## config.mk

```make
export PLATFORM = sky130hd
export DESIGN_NAME = dot_acc8
export DESIGN_NICKNAME = d
export VERILOG_FILES = /design/src/rtl/dot_acc8.sv
export SDC_FILE = /design/constraint.sdc
export NUM_CORES = 1
export LEC_CHECK = 0
export ABC_AREA = 1
export CAP_MARGIN = 40
export CORE_UTILIZATION = 50
export DETAILED_ROUTE_END_ITERATION = 10
export GPL_TIMING_DRIVEN = 0
export PLACE_DENSITY = 0.74
export SLEW_MARGIN = 20
export SYNTH_ARGS = -nofsm -noshare
export SYNTH_HDL_FRONTEND = slang
export SYNTH_SLANG_ARGS = --single-unit
```

## constraint.sdc

```tcl
create_clock -name clk -period 2.35 [get_ports clk]
set_clock_uncertainty 0.2 [all_clocks]
set_input_delay 0.235 -clock clk [delete_from_list [all_inputs] [get_ports clk]]
set_output_delay 0.235 -clock clk [all_outputs]
set_load 0.1 [all_outputs]
```

## src/rtl/dot_acc8.sv

```systemverilog
// dot_acc8: accumulates a run of signed 8-bit products and returns the saturated sum with sticky overflow.
module dot_acc8 #(
    parameter int MAXLEN = 5,
    parameter int ACCW   = 12
) (
    input  logic              clk,
    input  logic              rst,
    input  logic              start,
    input  logic [2:0]        len,
    input  logic signed [7:0] prod,
    input  logic              prod_ovf,
    input  logic              in_valid,
    output logic              in_ready,
    output logic signed [7:0] result,
    output logic              overflow,
    output logic              out_valid,
    input  logic              out_ready,
    output logic              busy
);
    typedef enum logic [1:0] {IDLE, ACC, DONE} state_t;

    localparam logic signed [ACCW-1:0] sat_hi = ACCW'(127);
    localparam logic signed [ACCW-1:0] sat_lo = -ACCW'(128);

    state_t                 state;
    logic signed [ACCW-1:0] acc;
    logic signed [ACCW-1:0] sum;
    logic [2:0]             cnt;
    logic [2:0]             elen;
    logic [2:0]             len_eff;
    logic                   sticky;
    logic                   hi;
    logic                   lo;
    logic                   last;

    always_comb begin
        len_eff = (len > 3'(MAXLEN)) ? 3'(MAXLEN) : len;
        sum     = acc + {{(ACCW-8){prod[7]}}, prod};
        hi      = sum > sat_hi;
        lo      = sum < sat_lo;
        last    = 3'(cnt + 3'd1) == elen;
    end

    assign in_ready  = state == ACC;
    assign out_valid = state == DONE;
    assign busy      = state != IDLE;

    // Saturation is applied only to the final sum, captured as the FSM enters DONE.
    always_ff @(posedge clk or posedge rst) begin
        if (rst) begin
            state    <= IDLE;
            acc      <= '0;
            cnt      <= '0;
            elen     <= '0;
            sticky   <= 1'b0;
            result   <= '0;
            overflow <= 1'b0;
        end else if (state == IDLE) begin
            if (start) begin
                elen   <= len_eff;
                acc    <= '0;
                cnt    <= '0;
                sticky <= 1'b0;
                if (len_eff == 3'd0) begin
                    state    <= DONE;
                    result   <= '0;
                    overflow <= 1'b0;
                end else begin
                    state <= ACC;
                end
            end
        end else if (state == ACC) begin
            if (in_valid) begin
                acc    <= sum;
                cnt    <= 3'(cnt + 3'd1);
                sticky <= sticky | prod_ovf;
                if (last) begin
                    state    <= DONE;
                    result   <= hi ? 8'sh7f : lo ? 8'sh80 : sum[7:0];
                    overflow <= sticky | prod_ovf | hi | lo;
                end
            end
        end else if (out_ready) begin
            state <= IDLE;
        end
    end
endmodule

```

==> results of run 1 <==
state kept, by name (all words and copies together) (netlist names):
register  cells
sticky        1
result        8
state         2
overflow      1
acc          12
elen          3
cnt           3
cells by family (layout without fill, tap and decap cells):
| group | count (synthesis) | after routing | share of synthesized area, % |
|---|---|---|---|
| AND/OR/NAND/NOR | 140 | 140 | 30.95 |
| buffers and inverters | 40 | 92 | 7.630 |
| AO/OA/AOI/OAI | 35 | 35 | 10.48 |
| XOR/XNOR | 10 | 10 | 5.273 |
| adder cells (fa/ha/maj) | 13 | 13 | 8.437 |
| flip-flops | 30 | 30 | 37.22 |
cells in the final DEF (no fill, tap or decap), types with 3 or more instances in the layout:
master and count:
a21oi_1 9, a21oi_2 3, a22o_1 6, buf_4 4, buf_8 12, clkbuf_8 8, clkdlybuf4s50_1 26, dfrtp_1 30
ha_1 10, inv_1 30, inv_2 6, nand2_1 78, nand2_2 8, nand3_1 18, nand3_2 5, nand4_1 4
nor2_1 16, nor2_2 4, o21ai_0 13, xnor2_1 6, xor2_1 3
synthesized netlist by cell type (all sizes together) (2+ instances only):
cell type  instances  area, sq um
a21oi             12        63.81
xnor2              6        52.55
nand2             88        357.8
nor3               2        15.01
xor2               4        53.81
nand4              4        25.02
nand3             25        140.1
dfrtp             30        750.7
inv               37        141.4
a22o               6        52.55
nor2              20        80.07
ha                12        150.1
o21ai             13        65.06
per-layer routing:
layer,share of wire (%),global-route usage [%],wire [microns],vias up
met5,0,0,0,-
met4,1.5,8.696,71,0
met3,4.3,6.771,206,8
met2,47,41.49,2269,43
met1,47,32.12,2271,870
li1,-,-,-,968
through the flow:
step                cells  hold WS [ns]
detailed placement    356        0.2692
CTS                   365        0.1597
floorplan             268        0.1258
global placement      344        0.2682
finish                368        0.1422
global route          368        0.2205
cell type report:
cell class | count | area, sq um
inverter | 38 | 145.1
fill | 303 | 1030
timing repair buffer | 44 | 491.7
clock buffer | 8 | 110.1
buffer | 2 | 8.758
sequential | 30 | 750.7
tap | 48 | 60.06
multi-input combinational | 198 | 1175
worst max-delay path by stage:
stage                             from                   end  slack [ns]  cells past startpoint
floorplan           acc[0]$_DFFE_PP0P_  overflow$_DFFE_PP0P_        0.20                     15
global placement               prod[0]  overflow$_DFFE_PP0P_       -0.48                     16
detailed placement             prod[0]  overflow$_DFFE_PP0P_       -0.50                     16
CTS                            prod[0]  overflow$_DFFE_PP0P_      0.0002                     16
global route        acc[0]$_DFFE_PP0P_  overflow$_DFFE_PP0P_       -0.11                     15
finish              acc[0]$_DFFE_PP0P_  overflow$_DFFE_PP0P_        0.03                     15
what timing repair did:
action                     in CTS  in global routing
pin swaps                       2                  8
gates resized for setup         7                 13
hold buffers                    0                  0
buffers inserted                1                  3
hold endpoints to repair        0                  0
setup endpoints to repair       8                  8
worst register-to-register path: cells and delay by family (launching register included):
kind | cells | cell delay, ns
adder cells (fa/ha/maj) | 2 | 0.61
buffers and inverters | 2 | 0.14
flip-flops | 1 | 0.36
AND/OR/NAND/NOR | 11 | 0.91
==> results.md, run 1 <==
- Worst skew pair latency: 0.29 ns
- Post-route DRC violation count: 0
- Status: complete, no violations
- CP Data Required Time: between 2 and 2.5 ns
- Initial antenna violation count: 0
- Reg2reg path depth: 15
- Slowest stage cell, crit path: fa_2
- Vias per cell: 5.133
- CTS tree: done
- Die Ht: 65.51 microns
- Hold Vio Cnt, Final: 0
- ANT nets after route: 0
- Vias in the first global route: 1,856
- Sequential share of the synthesized area: 37.22%
- Pin count of the biggest net entering global routing: 31
- Hold Crit Class: primary input to asynchronous set/reset pin
- Final worst slack: 0.03232 ns
- Num ports: 29
- Critical path type: register to register
- Critical Path AT: around 2.3 ns
- Reg clk slew, reported paths: ~0.07 ns
- RSZ-0062 raised after global routing: true
- Netlist cell types: 31
- Slew Limit Fails: 0
- Top FF cell, synth: dfrtp_1
- Total negative slack: 0 ns
- Gr usage total: 25.34%
- Root Buffer: clkbuf_8
- Dpl hpwl: 3590 microns
- Number of flops mapped to enable cells by yosys: 0
- Utilization after layout: 72.69%
- Worst path max stage delay: between 0.3 and 0.4 ns
- Core Area: roughly 3800 sq um
- Syn nets: 298
- GRT overflow: 0
- Clk sinks: 30
- Die Wd: 65.51 microns
- Layout cells sized above 1: 19.06%
- CP dominant cell by count: nand2_2
- Rel. slew slack: between 50 and 60%
- H-tree depth: 2
- Routed WL: 4818 microns
- R2r startpoint: acc[0]$_DFFE_PP0P_
- Async S/R FF share, synth: 100.0%
- Avg Cell Area, Syn: between 7 and 8 sq um
- Worst Tran Pin Value: 0.6291 ns
- Startpoint Class: register
- ANT cells: 0
- Die ar.: 4292 sq um
- Fmax: 431.5 MHz
- Cell Area, Synth: 2017 sq um
- First DRT Iteration DRCs: 74
- Synthesized instance count: 268
- Final nets: between 300 and 400
- Placer's final routability congestion estimate: 0.8660
- Rows: 22
- Yosys reg bits: 30
- Dpl cell area: 2537 sq um
- Crit path buffers/inverters: 2
- CTS Buffer Depth: 2
- 1st-pass router iterations: 4
- Area Overhead vs Synth: 35.92%
- Cells along the critical path: ha_2, inv_2, fa_2, inv_2, nand2_2, nand3_4, nand3_4, nand3_2, nand2_2, nor2_2, nand2_2, nand2_4, nand3_2, nand2_1, nand2_1
- Vias: 1,889
- CP top delay family: simple AND/OR/NAND/NOR gates
- First-pass GRT wire length: 8052 microns
- Initial core utilization: 53.48%
- Post-Layout Inst Area: between 2000 and 3000 sq um
- Fin crit period: 2.318 ns
- Max cap viols: 0
- Setup violators final: 0
- Cts bufs inserted: 5
- YS warnings: 0
- Crit share post-route: 98.62%
- Peak fanout along the critical path: 6
- Flop2flop setup slack: approximately 0.032 ns
- Place WS: -0.5046 ns
- Routed length per instance: 13.09 microns
- Worst r2r dst: overflow$_DFFE_PP0P_
- Crit. End Element: register
- I/O Buffers: 28
Power of run 1 is left out: the tool's default activity adds up to more than one toggle a clock period on the data nets, which glitch-free logic cannot reach.
==> run 2, diff against run 1 <==
--- a/config.mk
+++ b/config.mk
@@ -7,10 +7,11 @@
 export LEC_CHECK = 0
 export ABC_AREA = 1
 export CAP_MARGIN = 40
-export CORE_UTILIZATION = 50
+export CORE_UTILIZATION = 35
 export DETAILED_ROUTE_END_ITERATION = 10
 export GPL_TIMING_DRIVEN = 0
-export PLACE_DENSITY = 0.74
+export MAX_ROUTING_LAYER = met4
+export PLACE_DENSITY_LB_ADDON = 0.05
 export SLEW_MARGIN = 20
 export SYNTH_ARGS = -nofsm -noshare
 export SYNTH_HDL_FRONTEND = slang
==> results.md, run 2 (same netlist as run 1, synthesis figures left out) <==
- Worst skew pair latency: between 0.2 and 0.3 ns
- CP dominant cell by count: nand2_2
- CP top delay family: simple AND/OR/NAND/NOR gates
- CTS Buffer Depth: 2
- Top flop regs: acc x12, result x8
- Die ar.: 6070 sq um
- I/O Buffers: 28
- Initial core utilization: 36.40%
- Pin count of the biggest net entering global routing: 31
- Area Overhead vs Synth: 42.31%
- Critical path type: register to register
- ANT cells: 0
- Rel. slew slack: between 50% and 60%
- ANT nets after route: 0
- H-tree depth: 2
- Number of flip-flops in the largest register: 12
- Fin crit period: 2.256 ns
- 1st-pass router iterations: 4
- Setup violators final: 0
- Post-route DRC violation count: 0
- Initial antenna violation count: 0
- Routed WL: 5120 microns
- CP Data Required Time: 2.32 ns
- Dpl hpwl: approximately 4000 microns
- Fmax: 443.3 MHz
- Crit path buffers/inverters: 3
- Total negative slack: 0 ns
- Core Area: 5540 sq um
- Slowest stage cell, crit path: dfrtp_1
- Crit. End Element: register
- Vias in the first global route: 1,826
- First-pass GRT wire length: 8528 microns
- Cells along the critical path: ha_4, buf_4, buf_4, nand3_1, nand3_2, nand2_2, nand2_2, nand2_2, nand2_4, xor2_4, inv_4, nand2_4, nand3_2, nand2_2, nand2_1
- Vias per cell: 4.783
- Slew Limit Fails: 0
- Num ports: 29
- Hold buffers post-CTS: 0
- Root Buffer: clkbuf_8
- Clk sinks: 30
- Status: complete, no violations
- CTS tree: done
- Cts bufs inserted: 5
- Reg clk slew, reported paths: 0.07 ns
- Routed length per instance: between 10 and 15 microns
- Max cap viols: 0
- Vias: 1,875
- Startpoint Class: register
- Critical Path AT: 2.23 ns
- Hold Crit Class: primary input to asynchronous set/reset pin
- Final nets: 349
- Rows: 27
- Placer's final routability congestion estimate: ~0.76
- Die Wd: a little under 80 microns
- Hold Vio Cnt, Final: 0
- Post-Layout Inst Area: between 2000 and 3000 sq um
- Dpl cell area: between 2000 and 3000 sq um
- Worst path max stage delay: 0.42 ns
- Crit share post-route: 96.00%
- Largest register by flop count: acc
- Commonest non-fill, non-tap cell in the layout: nand2_1
- Layout cells sized above 1: 24.06%
- GRT overflow: 0
- Die Ht: 77.91 microns
- Peak fanout along the critical path: 6
- Most frequent cells in the layout: nand2_1 (74), inv_1 (30), dfrtp_1 (30), clkdlybuf4s50_1 (26), nand3_1 (16)
- Gr usage total: about a fifth
- First DRT Iteration DRCs: 138
- Worst Tran Pin Value: 0.6421 ns
==> run 2: worst paths after layout <==
check                                      startpoint                    end  slack (ns)  cells past startpoint
worst max-delay path               acc[0]$_DFFE_PP0P_   overflow$_DFFE_PP0P_        0.09                     15
worst min-delay path                              rst     acc[0]$_DFFE_PP0P_        0.16                      2
worst max register to register     acc[0]$_DFFE_PP0P_   overflow$_DFFE_PP0P_        0.09                     15
worst min register to register  result[1]$_DFFE_PP0P_  result[1]$_DFFE_PP0P_        0.28                      2
max in group asynchronous                         rst     acc[2]$_DFFE_PP0P_        1.37                      2
min in group clk                              prod[0]  result[0]$_DFFE_PP0P_        0.24                      6
==> run 2: cell type report <==
type                       count  area (sq um)
buffer                         2         8.758
clock buffer                   6         82.58
clock inverter                 2         12.51
fill                         573          2670
inverter                      38         145.1
multi-input combinational    198          1289
sequential                    30         750.7
tap                           72         90.09
timing repair buffer          44         491.7
==> run 2: metrics by stage <==
stage	hold WS (ns)	util, %	instances	worst slack (ns)
floorplan	0.1258	-	268	0.1951
global placement	0.2652	43.09	368	-0.5832
detailed placement	0.2644	46.34	380	-0.5731
CTS	0.1797	49.39	391	0.008411
global route	0.2390	51.81	392	-0.03337
finish	0.1553	51.81	392	0.09396
==> run 2: what timing repair did <==
action / in CTS / in global routing
pin swaps: 9 / 4
endpoints found under the setup margin: 8 / 8
cloned: 0 / 0
buffers inserted: 3 / 1
resized for setup: 18 / 22
==> run 2: metal layers <==
metal,up-vias,wire length (microns),global-route usage [%]
li1,967,-,-
met1,873,2462,24.80
met2,33,2448,29.29
met3,2,184,3.882
met4,0,24,5.000
met5,-,0,-
Power of run 2 is left out for the same reason.
